`src/rtl/dmem_responder.sv`:
```
// ---------------------------------------------------------------------------
// dmem_responder
//
// Purpose:
//   Wait-state data memory responder for a simple core bus. It accepts one
//   request at a time, waits WAIT_CYCLES extra cycles, then performs the
//   load or store. The response is held until the core takes it.
//
// Parameters:
//   DEPTH        number of 32-bit words in the storage array (default 64)
//   WAIT_CYCLES  extra wait states per access, 0..15 (default 2)
//
// Configuration macro:
//   DMEM_BYTE_STROBE_EN  when defined, a store writes only the bytes whose
//                        req_wstrb bit is set. When undefined, req_wstrb is
//                        ignored and every legal store writes the full word.
//
// Ports:
//   clk        in   1   rising-edge clock
//   reset      in   1   asynchronous reset, active low
//   req_valid  in   1   core presents a request
//   req_ready  out  1   block accepts a request this cycle (IDLE only)
//   req_write  in   1   1 = store, 0 = load
//   req_addr   in   32  byte address (word index = addr[31:2])
//   req_wdata  in   32  store data
//   req_wstrb  in   4   byte enables, bit i covers wdata[8i+7:8i]
//   rsp_valid  out  1   response presented
//   rsp_ready  in   1   core accepts the response
//   rsp_rdata  out  32  load data, 0 for stores and errors
//   rsp_err    out  1   access was misaligned or out of range
// ---------------------------------------------------------------------------
module dmem_responder #(
  parameter int DEPTH       = 64,
  parameter int WAIT_CYCLES = 2
) (
  input  logic        clk,
  input  logic        reset,
  input  logic        req_valid,
  output logic        req_ready,
  input  logic        req_write,
  input  logic [31:0] req_addr,
  input  logic [31:0] req_wdata,
  input  logic [3:0]  req_wstrb,
  output logic        rsp_valid,
  input  logic        rsp_ready,
  output logic [31:0] rsp_rdata,
  output logic        rsp_err
);

  localparam int IDX_W = (DEPTH > 1) ? $clog2(DEPTH) : 1;

  typedef enum logic [1:0] {
    IDLE = 2'd0,
    WAIT = 2'd1,
    RESP = 2'd2
  } state_t;

  state_t      state_q;
  logic [3:0]  cnt_q;
  logic        write_q;
  logic [31:0] addr_q;
  logic [31:0] wdata_q;
  logic [3:0]  wstrb_q;

  logic        req_ready_q;
  logic        rsp_valid_q;
  logic [31:0] rsp_rdata_q;
  logic        rsp_err_q;

  logic [31:0] mem_q [DEPTH];

  // Address decode works on the latched request so that bus activity after
  // acceptance cannot influence the access.
  logic [29:0]      word_idx;
  logic             access_err;
  logic [IDX_W-1:0] mem_idx;
  logic [31:0]      store_word_d;

  assign word_idx   = addr_q[31:2];
  assign access_err = (addr_q[1:0] != 2'b00) || ({2'b00, word_idx} >= 32'(DEPTH));
  assign mem_idx    = word_idx[IDX_W-1:0];

`ifdef DMEM_BYTE_STROBE_EN
  // Merge enabled bytes of the store data into the current word; a zero
  // strobe rewrites the word unchanged.
  always_comb begin
    store_word_d = mem_q[mem_idx];
    for (int b = 0; b < 4; b++) begin
      if (wstrb_q[b]) begin
        store_word_d[8*b +: 8] = wdata_q[8*b +: 8];
      end
    end
  end
`else
  // Strobes are latched for uniformity but do not affect the write.
  logic unused_wstrb;
  assign unused_wstrb = ^wstrb_q;
  assign store_word_d = wdata_q;
`endif

  // Single FSM: IDLE accepts, WAIT counts down then performs the access on
  // the edge where the counter is zero, RESP holds the result until taken.
  // Memory shares the asynchronous reset so that reset clears every word.
  always_ff @(posedge clk or negedge reset) begin
    if (!reset) begin
      state_q     <= IDLE;
      cnt_q       <= 4'd0;
      write_q     <= 1'b0;
      addr_q      <= 32'd0;
      wdata_q     <= 32'd0;
      wstrb_q     <= 4'd0;
      req_ready_q <= 1'b1;
      rsp_valid_q <= 1'b0;
      rsp_rdata_q <= 32'd0;
      rsp_err_q   <= 1'b0;
      for (int i = 0; i < DEPTH; i++) begin
        mem_q[i] <= 32'd0;
      end
    end else begin
      case (state_q)
        IDLE: begin
          if (req_valid) begin
            write_q     <= req_write;
            addr_q      <= req_addr;
            wdata_q     <= req_wdata;
            wstrb_q     <= req_wstrb;
            cnt_q       <= 4'(WAIT_CYCLES);
            req_ready_q <= 1'b0;
            state_q     <= WAIT;
          end
        end

        WAIT: begin
          if (cnt_q != 4'd0) begin
            cnt_q <= cnt_q - 4'd1;
          end else begin
            state_q     <= RESP;
            rsp_valid_q <= 1'b1;
            if (access_err) begin
              rsp_err_q   <= 1'b1;
              rsp_rdata_q <= 32'd0;
            end else begin
              rsp_err_q <= 1'b0;
              if (write_q) begin
                mem_q[mem_idx] <= store_word_d;
                rsp_rdata_q    <= 32'd0;
              end else begin
                rsp_rdata_q <= mem_q[mem_idx];
              end
            end
          end
        end

        RESP: begin
          if (rsp_ready) begin
            state_q     <= IDLE;
            rsp_valid_q <= 1'b0;
            rsp_rdata_q <= 32'd0;
            rsp_err_q   <= 1'b0;
            req_ready_q <= 1'b1;
          end
        end

        default: begin
          state_q     <= IDLE;
          req_ready_q <= 1'b1;
          rsp_valid_q <= 1'b0;
          rsp_rdata_q <= 32'd0;
          rsp_err_q   <= 1'b0;
        end
      endcase
    end
  end

  assign req_ready = req_ready_q;
  assign rsp_valid = rsp_valid_q;
  assign rsp_rdata = rsp_rdata_q;
  assign rsp_err   = rsp_err_q;

endmodule

```
`config.mk`:
```
export PLATFORM = sky130hd
export DESIGN_NAME = dmem_responder
export DESIGN_NICKNAME = d
export VERILOG_FILES = /design/src/rtl/dmem_responder.sv
export SDC_FILE = /design/constraint.sdc
export NUM_CORES = 2
export LEC_CHECK = 0
export CAP_MARGIN = 20
export CELL_PAD_IN_SITES_DETAIL_PLACEMENT = 2
export CELL_PAD_IN_SITES_GLOBAL_PLACEMENT = 2
export CORE_AREA = 2 2 467 469
export DETAILED_ROUTE_END_ITERATION = 10
export DIE_AREA = 0 0 469 471
export PLACE_DENSITY_LB_ADDON = 0.1
export REMOVE_ABC_BUFFERS = 1
export SLEW_MARGIN = 20
export SYNTH_ARGS = -nofsm -noshare
export SYNTH_HDL_FRONTEND = slang
export SYNTH_SLANG_ARGS = --single-unit
```
`constraint.sdc`:
```
create_clock -name clk -period 3 [get_ports clk]
set_input_delay 0.6 -clock clk [delete_from_list [all_inputs] [get_ports clk]]
set_output_delay 0.6 -clock clk [all_outputs]
set_load 0.005 [all_outputs]
```
# After elaboration in Yosys (flattened, before gate mapping)
# Cells that the tools add are included.
totals:
  register_bits: 2154
  latchBits: 0
  ram_bits: 0
  romBits: 0
  in_bits: 73
  output_inout_bits: 35
  word_cells: 127
  memories: 0
classes:
  n_addsub: 1
  multipliers: 0
  div_mod_pow: 0
  n_lt_le_gt_ge: 3
  eq_ne: 6
  shifts: 0
  muxes: 27
  bitwise_logic: 5
  reduce_logical: 12
op_table:
  columns: ["cell", "n"]
  rows:
  - ["2048-bit bitwise mux", 1]
  - ["32-bit 2-to-1 mux", 7]
  - ["32-bit binary-select mux with 6-bit select", 1]
  - ["32-bit demux with 6-bit select", 1]
  - ["32-bit one-hot mux with 3 select lines", 1]
  - ["30-bit by 7-bit >= comparator with 1-bit output, second input constant", 1]
  - ["3-bit AND reduction", 4]
  - ["1-bit one-hot mux with 3 select lines", 3]
  - ["4-bit 2-to-1 mux", 2]
  - ["2-bit != test, second input constant", 4]
  - ["4-bit one-hot mux with 2 select lines", 1]
  - ["7-bit >= comparator, second input constant", 1]
  - ["7-bit by 1-bit < comparator with 1-bit output, second input constant", 1]
  - ["6-bit NOT with 7-bit output", 1]
  - ["1-bit 2-to-1 mux", 6]
  - ["2-bit 2-to-1 mux", 3]
  - ["2-bit one-hot mux with 3 select lines", 1]
  - ["1-bit NOT", 4]
  - ["4-bit AND reduction", 1]
  - ["2-bit nonzero test", 2]
  - ["4-bit nonzero test", 1]
  - ["4-bit by 1-bit subtractor with 4-bit output, second input constant", 1]
  - ["2-bit by 1-bit == test with 1-bit output, second input constant", 1]
  - ["2-bit == test, second input constant", 1]
  - ["4 further kinds", 4]

# Logic depth before layout (Yosys ltp)
depth:
  ltp_word: 8
  mapped_depth: 11
  mapped_depth_nobuf: 8

# Worst setup path after synthesis
# OpenSTA, ideal clock, no wires.
synth_path:
  kind: "reg2reg"
  from: "register cnt_q[0]"
  to: "register mem_q[769] (netlist bit)"
  setup_time_ps: 125
  arrival_time_ps: 2296
  required_time_ps: 2875
  slack_ps: 579
  path_stages_with_launch: 10
  n_path_buf: 1
  period_less_slack_ps: 2421
  cell_sequence: "dfrtp_1 > inv_1 > ha_1 > or3b_4 > nor3_4 > nand3_4 > nor2_8 > nand2_4 > buf_6 > mux2_4"
synth_via:
  elab_chain_cells: 3
synth_lines:
  columns: ["element", "line_no", "text"]
  rows:
  - ["start, declared", "59", "logic [3:0] cnt_q;"]
  - ["start signal, assigned", "127", "cnt_q <= 4'(WAIT_CYCLES);"]
  - ["start signal, assigned", "135", "cnt_q <= cnt_q - 4'd1;"]
  - ["4-bit nonzero test", "134", "if (cnt_q != 4'd0) begin"]
  - ["1-bit NOT (no line)", null, null]
  - ["4-bit AND reduction (no line)", null, null]
  - ["end signal, assigned by index", "145", "mem_q[mem_idx] <= store_word_d;"]
  - ["end, declared", "70", "logic [31:0] mem_q [DEPTH];"]
# Every way passes these cells.
# A chain may end at the register's enable or synchronous reset.

# Worst setup path after layout
layout_path:
  from: "register addr_q[4]"
  to: "register rsp_rdata_q[7] (netlist: rsp_rdata[7])"
layout_via:
  elab_chain_cells: 8
  elab_cells_between_ends: 10
  classes_between: "1 x order compare; 7 x mux; 1 x bitwise; 1 x reduce/logical"
layout_lines:
  columns: ["element", "line_no", "text"]
  rows:
  - ["start, declared", "61", "logic [31:0] addr_q;"]
  - ["start signal, assigned", "124", "addr_q <= req_addr;"]
  - ["6-bit NOT with 7-bit output (implied by the code)", "148", "rsp_rdata_q <= mem_q[mem_idx];"]
  - ["32-bit binary-select mux with 6-bit select", "148", null]
  - ["32-bit 2-to-1 mux (implied by the code) (2 in a row)", "148", null]
  - ["32-bit 2-to-1 mux", "144", "if (write_q) begin"]
  - ["32-bit 2-to-1 mux *", "139", "if (access_err) begin"]
  - ["32-bit 2-to-1 mux *", "134", null]
  - ["32-bit one-hot mux with 3 select lines *", "120", "case (state_q)"]
  - ["end signal, assigned", "148", null]
  - ["end, declared", "67", "logic [31:0] rsp_rdata_q;"]
# Every way passes the cells marked *; elsewhere a longest branch is shown, timed or not. The select of a mux whose other input is x is not followed.

==> qor.txt <==
failing checks: negative setup slack
PD cells: 746 nW/um2
CTS buffer count: 231
Die Ht: 471 um
Tightest Pin Transition: 1.14 ns
Max Fclk: 331 MHz
Unique masters post-synth: 72
FP Rows: 171
IO Count: 108
total track usage: 31.8%
antenna violations before repair: 16
area grow syn2layout: 16.5%
clock buffer depth: 3
Worst setup EP type: flop
CP Max Fanout: 10
final hold vios: 0
I/O Buffers: 103
Post-Syn Area: 98800 um2
vias in the first global route: 74872
H-tree depth: 4
Primary FF master, synth: dfrtp_1
crit path DAT: 3.79 ns
via count: 65668
Worst setup SP type: flop
Pleak: 56.7 nW
number of routed nets with antenna violations: 0
first-pass iteration count of the detailed router: 5
Clk Latency, worst-skew pair: 0.90 ns
Sink Count: 2154
Placement Cell Area: 106000 um2
initial core utilization: 45.7%
Post-synth ARST share: 100%
DP HPWL: 221000 um
Hold Crit Class: primary input to flop
count of final setup violators: 2
DR iter-0 viols: 4238
flops & latches, synth: 2154
Post-synth EDFFs: 0
clock period minus worst slack: 3.02 ns
layout cells sized above 1: 44.2%
register-to-register setup slack: -0.02 ns
largest net degree at the start of global routing: 106
post-route setup TNS: -0.0412 ns
aggregate routed wire length: 353000 um
critical path class: flop to flop
CTS clock-pin slew for the worst setup and hold paths: 0.06 ns
Finished Layout Cells: 10607
Die Width: 469 um
mean routed wirelength per cell: 33.3 um
relative slew slack: 23.9%
commonest non-fill, non-tap cells in the layout: dfrtp_1 (2118), mux2_2 (2080), mux2i_1 (469), buf_4 (469), nand2_1 (279)
# fillers: 19642
Max VDD drop: 0.880 mV
leading cell type in the layout, fill and taps excluded: dfrtp_1
CTS root buffer: clkbuf_16
cell total after placement: 10135
die area: 221000 um2
design area: 115000 um2
first-pass GRT wire length: 520000 um
Max-Cap Viols: 0
final setup margin: -0.0249 ns
Core ar.: 216000 um2
layout net count: 7631
average size of a mapped cell: 13.5 um2
Synth Warn #: 0
clock skew: 0.0371 ns
DRC viols: 0
Vias/cell: 6.19
CTS tree: built
grt ovf: 0
Worst Path Required: 3.76 ns
register area share after synthesis: 54.6%
Gate Count Post-Synth: 7310
gpl congestion: 0.824
outcome: finished, violations left
part of the cycle the worst path needs: 101%
Max Slew Vio Count: 0
==> registers in the layout (all words and copies together) (netlist names) <==
register      flops
store_word_d     32
write_q           1
rsp_valid         1
mem_q          2048
req_ready         1
rsp_err           1
addr_q           32
rsp_rdata        32
state_q           2
cnt_q             4
==> layout make-up <==
type / count / area (um2) / share of cell area (%)
clock inverter: 54 / 592 / 0.514
multi-input combinational: 4395 / 41700 / 36.2
antenna: 8 / 20.0 / 0.0174
inverter: 7 / 31.3 / 0.0272
tap: 2854 / 3570 / 3.10
sequential: 2154 / 54000 / 46.9
clock buffer: 368 / 6850 / 5.95
timing repair buffer: 767 / 8440 / 7.33
==> layer usage <==
layer / wire, um / share of wire, % / GRT usage, %
met1: 151000 / 43 / 42.0
met2: 173000 / 49 / 53.2
met3: 15300 / 4.3 / 4.25
met4: 13100 / 3.7 / 12.1
met5: 86 / 0.024 / 0
==> kinds of logic after synthesis <==
kind of cell             count (synthesis)  share of synthesized area (%)
multiplexers                          2625                           29.6
buffers and inverters                  762                           4.13
flip-flops                            2154                           54.6
AND/OR/NAND/NOR                        619                           3.06
AO/OA/AOI/OAI                         1146                           8.57
adder cells (fa/ha/maj)                  2                         0.0253
XOR/XNOR                                 2                         0.0177
==> synth_stat cells, drive strengths merged (31+ instances only) <==
cell / n / share of area, %
a32oi: 32 / 0.28
nand3: 33 / 0.18
o22ai: 162 / 1.0
mux2i: 472 / 4.8
buf: 314 / 2.3
a21o: 31 / 0.24
nand2: 332 / 1.3
a22o: 151 / 1.3
a21oi: 98 / 0.50
nand3b: 58 / 0.44
o21ai: 181 / 0.92
a22oi: 37 / 0.28
clkbuf: 439 / 1.7
dfrtp: 2153 / 55
o22a: 32 / 0.28
a221o: 60 / 0.61
nor3: 31 / 0.17
mux2: 2148 / 25
nor2: 103 / 0.44
a221oi: 147 / 1.3
==> worst paths after layout <==
path | from | cells after the start | endpoint
min | req_wdata[18] | 3 | store_word_d[18]
min reg2reg | addr_q[20] | 2 | addr_q[20]
max | addr_q[4] | 11 | rsp_rdata[7]
max reg2reg | addr_q[4] | 11 | rsp_rdata[7]
max in group asynchronous | reset | 4 | mem_q[384]
min in group asynchronous | reset | 2 | mem_q[224]
==> through the flow <==
stage	hold WS, ns	util (%)	setup slack [ns]	power [mW]
3_3_place_gp	0.461	49.2	-1.26	55.8
3_5_place_dp	0.473	49.2	-1.33	56.4
4_1_cts	0.160	52.9	0.000278	85.2
5_1_grt	0.218	53.3	-0.0802	88.5
6_report	0.226	53.3	-0.0249	85.8
2_1_floorplan	0.304	-	-34.54	38.3
==> where the power goes <==
group / internal (mW) / switching, mW
Sequential: 29.5 / 2.63
Clock: 15.9 / 12.4
Combinational: 8.15 / 17.2
Total: 53.6 / 32.3
==> critical path, stage by stage (launching register included) <==
cell      delay, ns
dfrtp_4        0.49
buf_12         0.16
buf_12         0.11
buf_4          0.20
mux2_2         0.35
a32o_1         0.23
a211oi_4       0.31
o221ai_2       0.25
buf_4          0.23
nor3_4         0.28
buf_4          0.17
o211ai_1       0.07
==> timing repair <==
item,CTS,global route
pin swaps,1,16
gates resized for setup,82,80
hold buffers,1,0
setup buffers,8,27
endpoints found under the hold margin,22,0
setup endpoints to repair,297,94
gates cloned,0,7
Power figures use the tool's default switching activity.
